===== config.mk =====
export PLATFORM = sky130hd
export DESIGN_NAME = mem_access
export DESIGN_NICKNAME = d
export VERILOG_FILES = /design/src/rtl/mem_access.sv
export SDC_FILE = /design/constraint.sdc
export NUM_CORES = 1
export LEC_CHECK = 0
export ABC_AREA = 1
export BUFFER_PORTS_ARGS = -buffer_cell sky130_fd_sc_hd__buf_2
export CORE_UTILIZATION = 43
export CTS_BUF_LIST = sky130_fd_sc_hd__clkbuf_16
export CTS_CLUSTER_SIZE = 12
export DETAILED_ROUTE_END_ITERATION = 6
export GPL_TIMING_DRIVEN = 1
export HOLD_SLACK_MARGIN = 0.06
export PLACE_DENSITY = 0.84
export SKIP_LAST_GASP = 1
export SYNTH_ARGS = -nofsm -noshare
export SYNTH_HDL_FRONTEND = slang
export SYNTH_SLANG_ARGS = --single-unit

===== constraint.sdc =====
create_clock -name clock -period 1.54 [get_ports clock]
set_input_delay 0.154 -clock clock [delete_from_list [all_inputs] [get_ports clock]]
set_output_delay 0.154 -clock clock [all_outputs]
set_load 0.05 [all_outputs]

===== src/rtl/mem_access.sv =====
// Memory-access pipeline stage: samples execute-stage results, performs the data-memory
// load/store over a req/ack handshake, stalls upstream while waiting, and feeds writeback.
module mem_access #(
    parameter int DMEM_ADDR_WIDTH = 12,
    parameter int DMEM_WORD_WIDTH = 16,
    parameter int IALU_WORD_WIDTH = 16,
    parameter int PC_WIDTH        = 12,
    parameter int PMEM_WORD_WIDTH = 16,
    parameter int REG_IDX_WIDTH   = 4,
    parameter int STALL_CNT_WIDTH = 16
) (
    input  logic                       clock,
    input  logic                       reset,
    input  logic                       in_act_load_dmem,
    input  logic                       in_act_store_dmem,
    input  logic                       in_act_write_res_to_reg,
    input  logic [DMEM_ADDR_WIDTH-1:0] in_dmem_rd_addr,
    input  logic [DMEM_ADDR_WIDTH-1:0] in_dmem_wr_addr,
    input  logic [DMEM_WORD_WIDTH-1:0] in_dmem_wr_word,
    input  logic [PMEM_WORD_WIDTH-1:0] in_instr,
    input  logic [PC_WIDTH-1:0]        in_pc,
    input  logic [IALU_WORD_WIDTH-1:0] in_res,
    input  logic [REG_IDX_WIDTH-1:0]   in_res_reg_idx,
    input  logic                       in_dmem_ack,
    input  logic [DMEM_WORD_WIDTH-1:0] in_dmem_rdata,
    output logic                       out_dmem_req,
    output logic                       out_dmem_we,
    output logic [DMEM_ADDR_WIDTH-1:0] out_dmem_addr,
    output logic [DMEM_WORD_WIDTH-1:0] out_dmem_wdata,
    output logic                       out_stall,
    output logic                       out_act_write_res_to_reg,
    output logic [IALU_WORD_WIDTH-1:0] out_res,
    output logic [REG_IDX_WIDTH-1:0]   out_res_reg_idx,
    output logic [PMEM_WORD_WIDTH-1:0] out_instr,
    output logic [PC_WIDTH-1:0]        out_pc,
    output logic [STALL_CNT_WIDTH-1:0] out_stall_cnt
);

    typedef enum logic {
        ST_IDLE = 1'b0,
        ST_WAIT = 1'b1
    } state_t;

    state_t state;

    logic                       s_load;
    logic                       s_store;
    logic                       s_wen;
    logic [DMEM_ADDR_WIDTH-1:0] s_rd_addr;
    logic [DMEM_ADDR_WIDTH-1:0] s_wr_addr;
    logic [DMEM_WORD_WIDTH-1:0] s_wr_word;
    logic [PMEM_WORD_WIDTH-1:0] s_instr;
    logic [PC_WIDTH-1:0]        s_pc;
    logic [IALU_WORD_WIDTH-1:0] s_res;
    logic [REG_IDX_WIDTH-1:0]   s_res_reg_idx;

    logic mem_op;
    logic is_store;
    logic is_load;
    logic op_done;

    // A simultaneous load+store resolves to the store; the load is dropped.
    assign mem_op   = s_load | s_store;
    assign is_store = s_store;
    assign is_load  = s_load & ~s_store;

    // NOTE: sequential state uses non-blocking assignments only, so every register
    // samples the pre-edge values and block ordering cannot change behaviour.
    always_ff @(posedge clock) begin
        if (reset) begin
            s_load        <= 1'b0;
            s_store       <= 1'b0;
            s_wen         <= 1'b0;
            s_rd_addr     <= '0;
            s_wr_addr     <= '0;
            s_wr_word     <= '0;
            s_instr       <= '0;
            s_pc          <= '0;
            s_res         <= '0;
            s_res_reg_idx <= '0;
        end else if (!out_stall) begin
            s_load        <= in_act_load_dmem;
            s_store       <= in_act_store_dmem;
            s_wen         <= in_act_write_res_to_reg;
            s_rd_addr     <= in_dmem_rd_addr;
            s_wr_addr     <= in_dmem_wr_addr;
            s_wr_word     <= in_dmem_wr_word;
            s_instr       <= in_instr;
            s_pc          <= in_pc;
            s_res         <= in_res;
            s_res_reg_idx <= in_res_reg_idx;
        end
    end

    always_ff @(posedge clock) begin
        if (reset) begin
            state <= ST_IDLE;
        end else begin
            case (state)
                ST_IDLE: if (mem_op && !in_dmem_ack) state <= ST_WAIT;
                ST_WAIT: if (in_dmem_ack) state <= ST_IDLE;
                default: state <= ST_IDLE;
            endcase
        end
    end

    // NOTE: every signal driven here gets a default first, so no path can infer a latch.
    always_comb begin
        out_stall = 1'b0;
        op_done   = 1'b0;
        case (state)
            ST_IDLE: begin
                out_stall = mem_op & ~in_dmem_ack;
                op_done   = ~mem_op | in_dmem_ack;
            end
            ST_WAIT: begin
                out_stall = ~in_dmem_ack;
                op_done   = in_dmem_ack;
            end
            default: begin
                out_stall = 1'b0;
                op_done   = 1'b0;
            end
        endcase
    end

    // Request fields come straight from the sampled registers, which are frozen while
    // stalled, so they stay constant for the whole access.
    always_comb begin
        out_dmem_req   = mem_op;
        out_dmem_we    = is_store;
        out_dmem_addr  = '0;
        out_dmem_wdata = '0;
        if (is_store) begin
            out_dmem_addr  = s_wr_addr;
            out_dmem_wdata = s_wr_word;
        end else if (is_load) begin
            out_dmem_addr  = s_rd_addr;
        end
    end

    always_comb begin
        out_act_write_res_to_reg = s_wen & op_done;
        out_res                  = (is_load && in_dmem_ack) ? in_dmem_rdata : s_res;
        out_res_reg_idx          = '0;
        out_instr                = '0;
        out_pc                   = '0;
        if (op_done) begin
            out_res_reg_idx = s_res_reg_idx;
            out_instr       = s_instr;
            out_pc          = s_pc;
        end
    end

    // Saturating stall-cycle counter: holds at all-ones instead of wrapping.
    always_ff @(posedge clock) begin
        if (reset) begin
            out_stall_cnt <= '0;
        end else if (out_stall && (out_stall_cnt != {STALL_CNT_WIDTH{1'b1}})) begin
            out_stall_cnt <= out_stall_cnt + 1'b1;
        end
    end

endmodule

==> impl_results.md <==
* Overall Power at 8.00 mW
* DIE HEIGHT at 107 µm
* Total of max-cap violations at 0
* Largest buffer count on any clock path at 2
* Portion of the clock cycle consumed by the worst path in the final layout at 113%
* Clk sinks at 108
* Starting density of the core at 45.0%
* Final slew viol count at 0
* End point of the worst hold path: s_wr_word[12]
* Area of the die at 11400 µm²
* Minimum setup slack in the final design at -0.197 ns
* Number of antenna repair diodes at 0
* Cell types with the largest area share after synthesis: dfxtp_1 (46%), nor2_1 (14%), o21ai_0 (9.7%)
* Register-to-Register Path Depth at 5
* Fraction of registers with async set/reset at 0%
* Critical path endpoint category: output pin
* Placed wire-length estimate at 8.61 mm
* Via count of the routed design at 5755
* Reg-to-reg endpoint: s_wr_addr[11]
* Cell family contributing the most delay on the critical path: buffers and inverters
* Minimum clock period after layout at 1.74 ns
* Count of yosys warnings during synthesis at 0
* P per Cell Area at 987 nW/µm²
* CTS clock-pin slew for the worst setup and hold paths at 0.07 ns
* Setup repair after global routing missed its margin: yes
* Critical path type: flop to output pin
* Via count of the first global-routing pass at 5279
* I/O pin count at 206
* # rows at 37
* Launching element type of the critical path: flop
* Run status: complete, but fails checks
* Worst reg-to-reg setup slack at -0.09 ns
* Number of antenna violations at the first check in global routing at 0
* R2r startpoint: s_load
* Leak Pwr at 3.77 nW
* Fin. Hold Viols at 0
* Area of all placed cells without fillers at 8100 µm²
* Area of placed instances at 6170 µm²
* WL final at 18.9 mm
* CP arrival at 1.58 ns
* Mean instance size in the synthesized netlist at 7.19 µm²
* Remaining design rule violation count at 0
* Layout cell share with drive strength beyond 1 at 37.7%
* Post-synth top area share at 45.7%
* Number of different library cells in the post-synthesis netlist at 26
* Final ANT Viol Nets at 0
* Slew @ Worst Pin at 0.546 ns
* First-pass GRT wire length at 25.7 mm
* Critical Path Fanout Max at 8
* Failing checks: negative setup slack
* Post-route core utilization at 77.1%
* Port Buf Inserts at 205
* Post-synth top cells: nor2_1 (181), dfxtp_1 (108), o21ai_0 (92)
* Layout area overhead at 71.4%
* Sequential share of the synthesized area at 45.7%
* H-tree level count at 3
* TritonCTS clock tree: done
* Ratio of routed vias to standard cells at 5.40
* CTS Buf Count at 9
* Total global routing overflow at 0
* Die span in x at 107 µm
* Count of flip-flops with a built-in enable after synthesis at 0
* Crit path buf inv count at 4
* Top-count cell post-synth: nor2_1
* Most Frequent Cell on Critical Path: inv_2
* Pin count of the biggest net entering global routing at 56
* Netlist Area Pre-Place at 4730 µm²
* Required time at the worst-slack endpoint at 1.39 ns
* Number of instances on the worst hold path at 3
* CP max stage delay at 0.36 ns
* Tightest Hold Check Type: primary input to flop
* CTS Root Buffer Type: clkbuf_16
* Mapped Nets at 769
* Ys flop type: dfxtp_1
* Max rail drop VDD at 0.00101 V
* Wirelength per Cell at 17.7 µm
* Ordered cell list for the critical path: inv_2, nand2_2, inv_2, nand2_4, buf_16, mux2_4, buf_8
* CP max-delay cell: dfxtp_4
* Number of DRC violations after detailed-routing iteration 0 at 503
* Seq cells post-synth at 108
* Clk_lat worst skew at 0.34 ns
* Core Region at 10500 µm²
* Fmax at 576 MHz
* Fill cell total of the finished layout at 659
* Startpoint of the worst hold path: in_dmem_wr_word[12]
* Post-Synthesis Cells at 658
* RePlAce Congestion at 0.843
* Number of nets in the layout at 1036
* Skew final at 0.00508 ns
* Final Setup Violations at 79
* Tot GR Track Use at 28.8%
* Library cell occupying the most area in the post-synthesis netlist: dfxtp_1
* Rel. slew slack at 63.6%
* Drt pass-1 iters at 7
## final cells by class
cell class                      instances  area, µm²  share of cell area [%]
Clock inverter                          7       51.3                   0.633
Clock buffer                            9        225                    2.78
Tap cell                              136        170                    2.10
Timing Repair Buffer                  296       2700                    33.3
Inverter                               64        240                    2.96
Sequential cell                       108       2190                    27.1
Multi-Input combinational cell        446       2520                    31.1
## cell usage in the layout (no fill, tap or decap), drive strengths merged
cell / instances
clkinvlp: 1
dlygate4sd3: 53
inv: 66
o21ai: 93
xor2: 1
ha: 1
nand4: 3
mux2: 16
buf: 236
nand3: 17
bufbuf: 1
nand2: 68
clkinv: 4
nand3b: 2
clkbuf: 15
a21oi: 49
a22o: 12
nor2: 184
dfxtp: 108
## metal layers
layer	part of all wire [%]	GRT usage, %
met1	36	31.5
met3	9.8	8.09
met4	4.3	12.4
met2	50	51.8
met5	0	0
## tightest hold or removal path: cells and delay by family
family,cells,cell delay [ns]
simple gates,2,0.14
buf+inv,1,0.08
## registers in the layout (all words and copies together) (netlist names)
register,count
s_res,16
s_wr_addr,12
s_wr_word,16
s_rd_addr,12
s_pc,12
out_dmem_we,1
state,1
s_load,1
s_res_reg_idx,4
s_instr,16
out_stall_cnt,16
s_wen,1
## cells by family (layout without fill, tap and decap cells)
group / after synthesis / after routing / share of synthesized area, %
mux: 16 / 16 / 3.81
buf+inv: 105 / 376 / 9.18
xor+xnor: 1 / 1 / 0.185
fa+ha+maj: 1 / 1 / 0.265
flops: 108 / 108 / 45.7
simple gates: 273 / 274 / 23.3
compound gates: 154 / 154 / 17.6
## timing repair
item,CTS,global route
buffers inserted,7,5
gates cloned,5,5
endpoints found under the setup margin,62,98
pin swaps,5,3
hold endpoints to repair,53,0
hold buffers,53,0
gates resized for setup,168,87
## worst max path at each step
stage	startpoint	to	cells after the start
5_1_grt	s_load	out_instr[2]	6
3_5_place_dp	out_stall_cnt[0]	out_stall_cnt[10]	8
3_3_place_gp	out_dmem_we	out_res[3]	7
4_1_cts	out_dmem_we	out_res[3]	7
6_report	out_dmem_we	out_res[6]	7
2_1_floorplan	out_dmem_we	out_instr[2]	5
## metrics by stage
step	std cells	hold slack, ns	setup TNS (ns)	worst slack, ns
global placement	975	0.374	0	0.0992
detailed placement	975	0.381	0	0.0588
finish	1066	0.0680	-9.12	-0.197
floorplan	658	0.287	-1.02	-0.0637
CTS	1056	0.0656	-7.74	-0.205
global route	1066	0.0710	-15.59	-0.246
## power by group
part,internal [mW],leakage (nW),switching (mW),total [mW]
combinational,1.11,2.73,1.57,2.68
sequential,3.02,0.906,0.121,3.14
clock,1.11,0.135,1.07,2.18
Power figures use the tool's default switching activity.
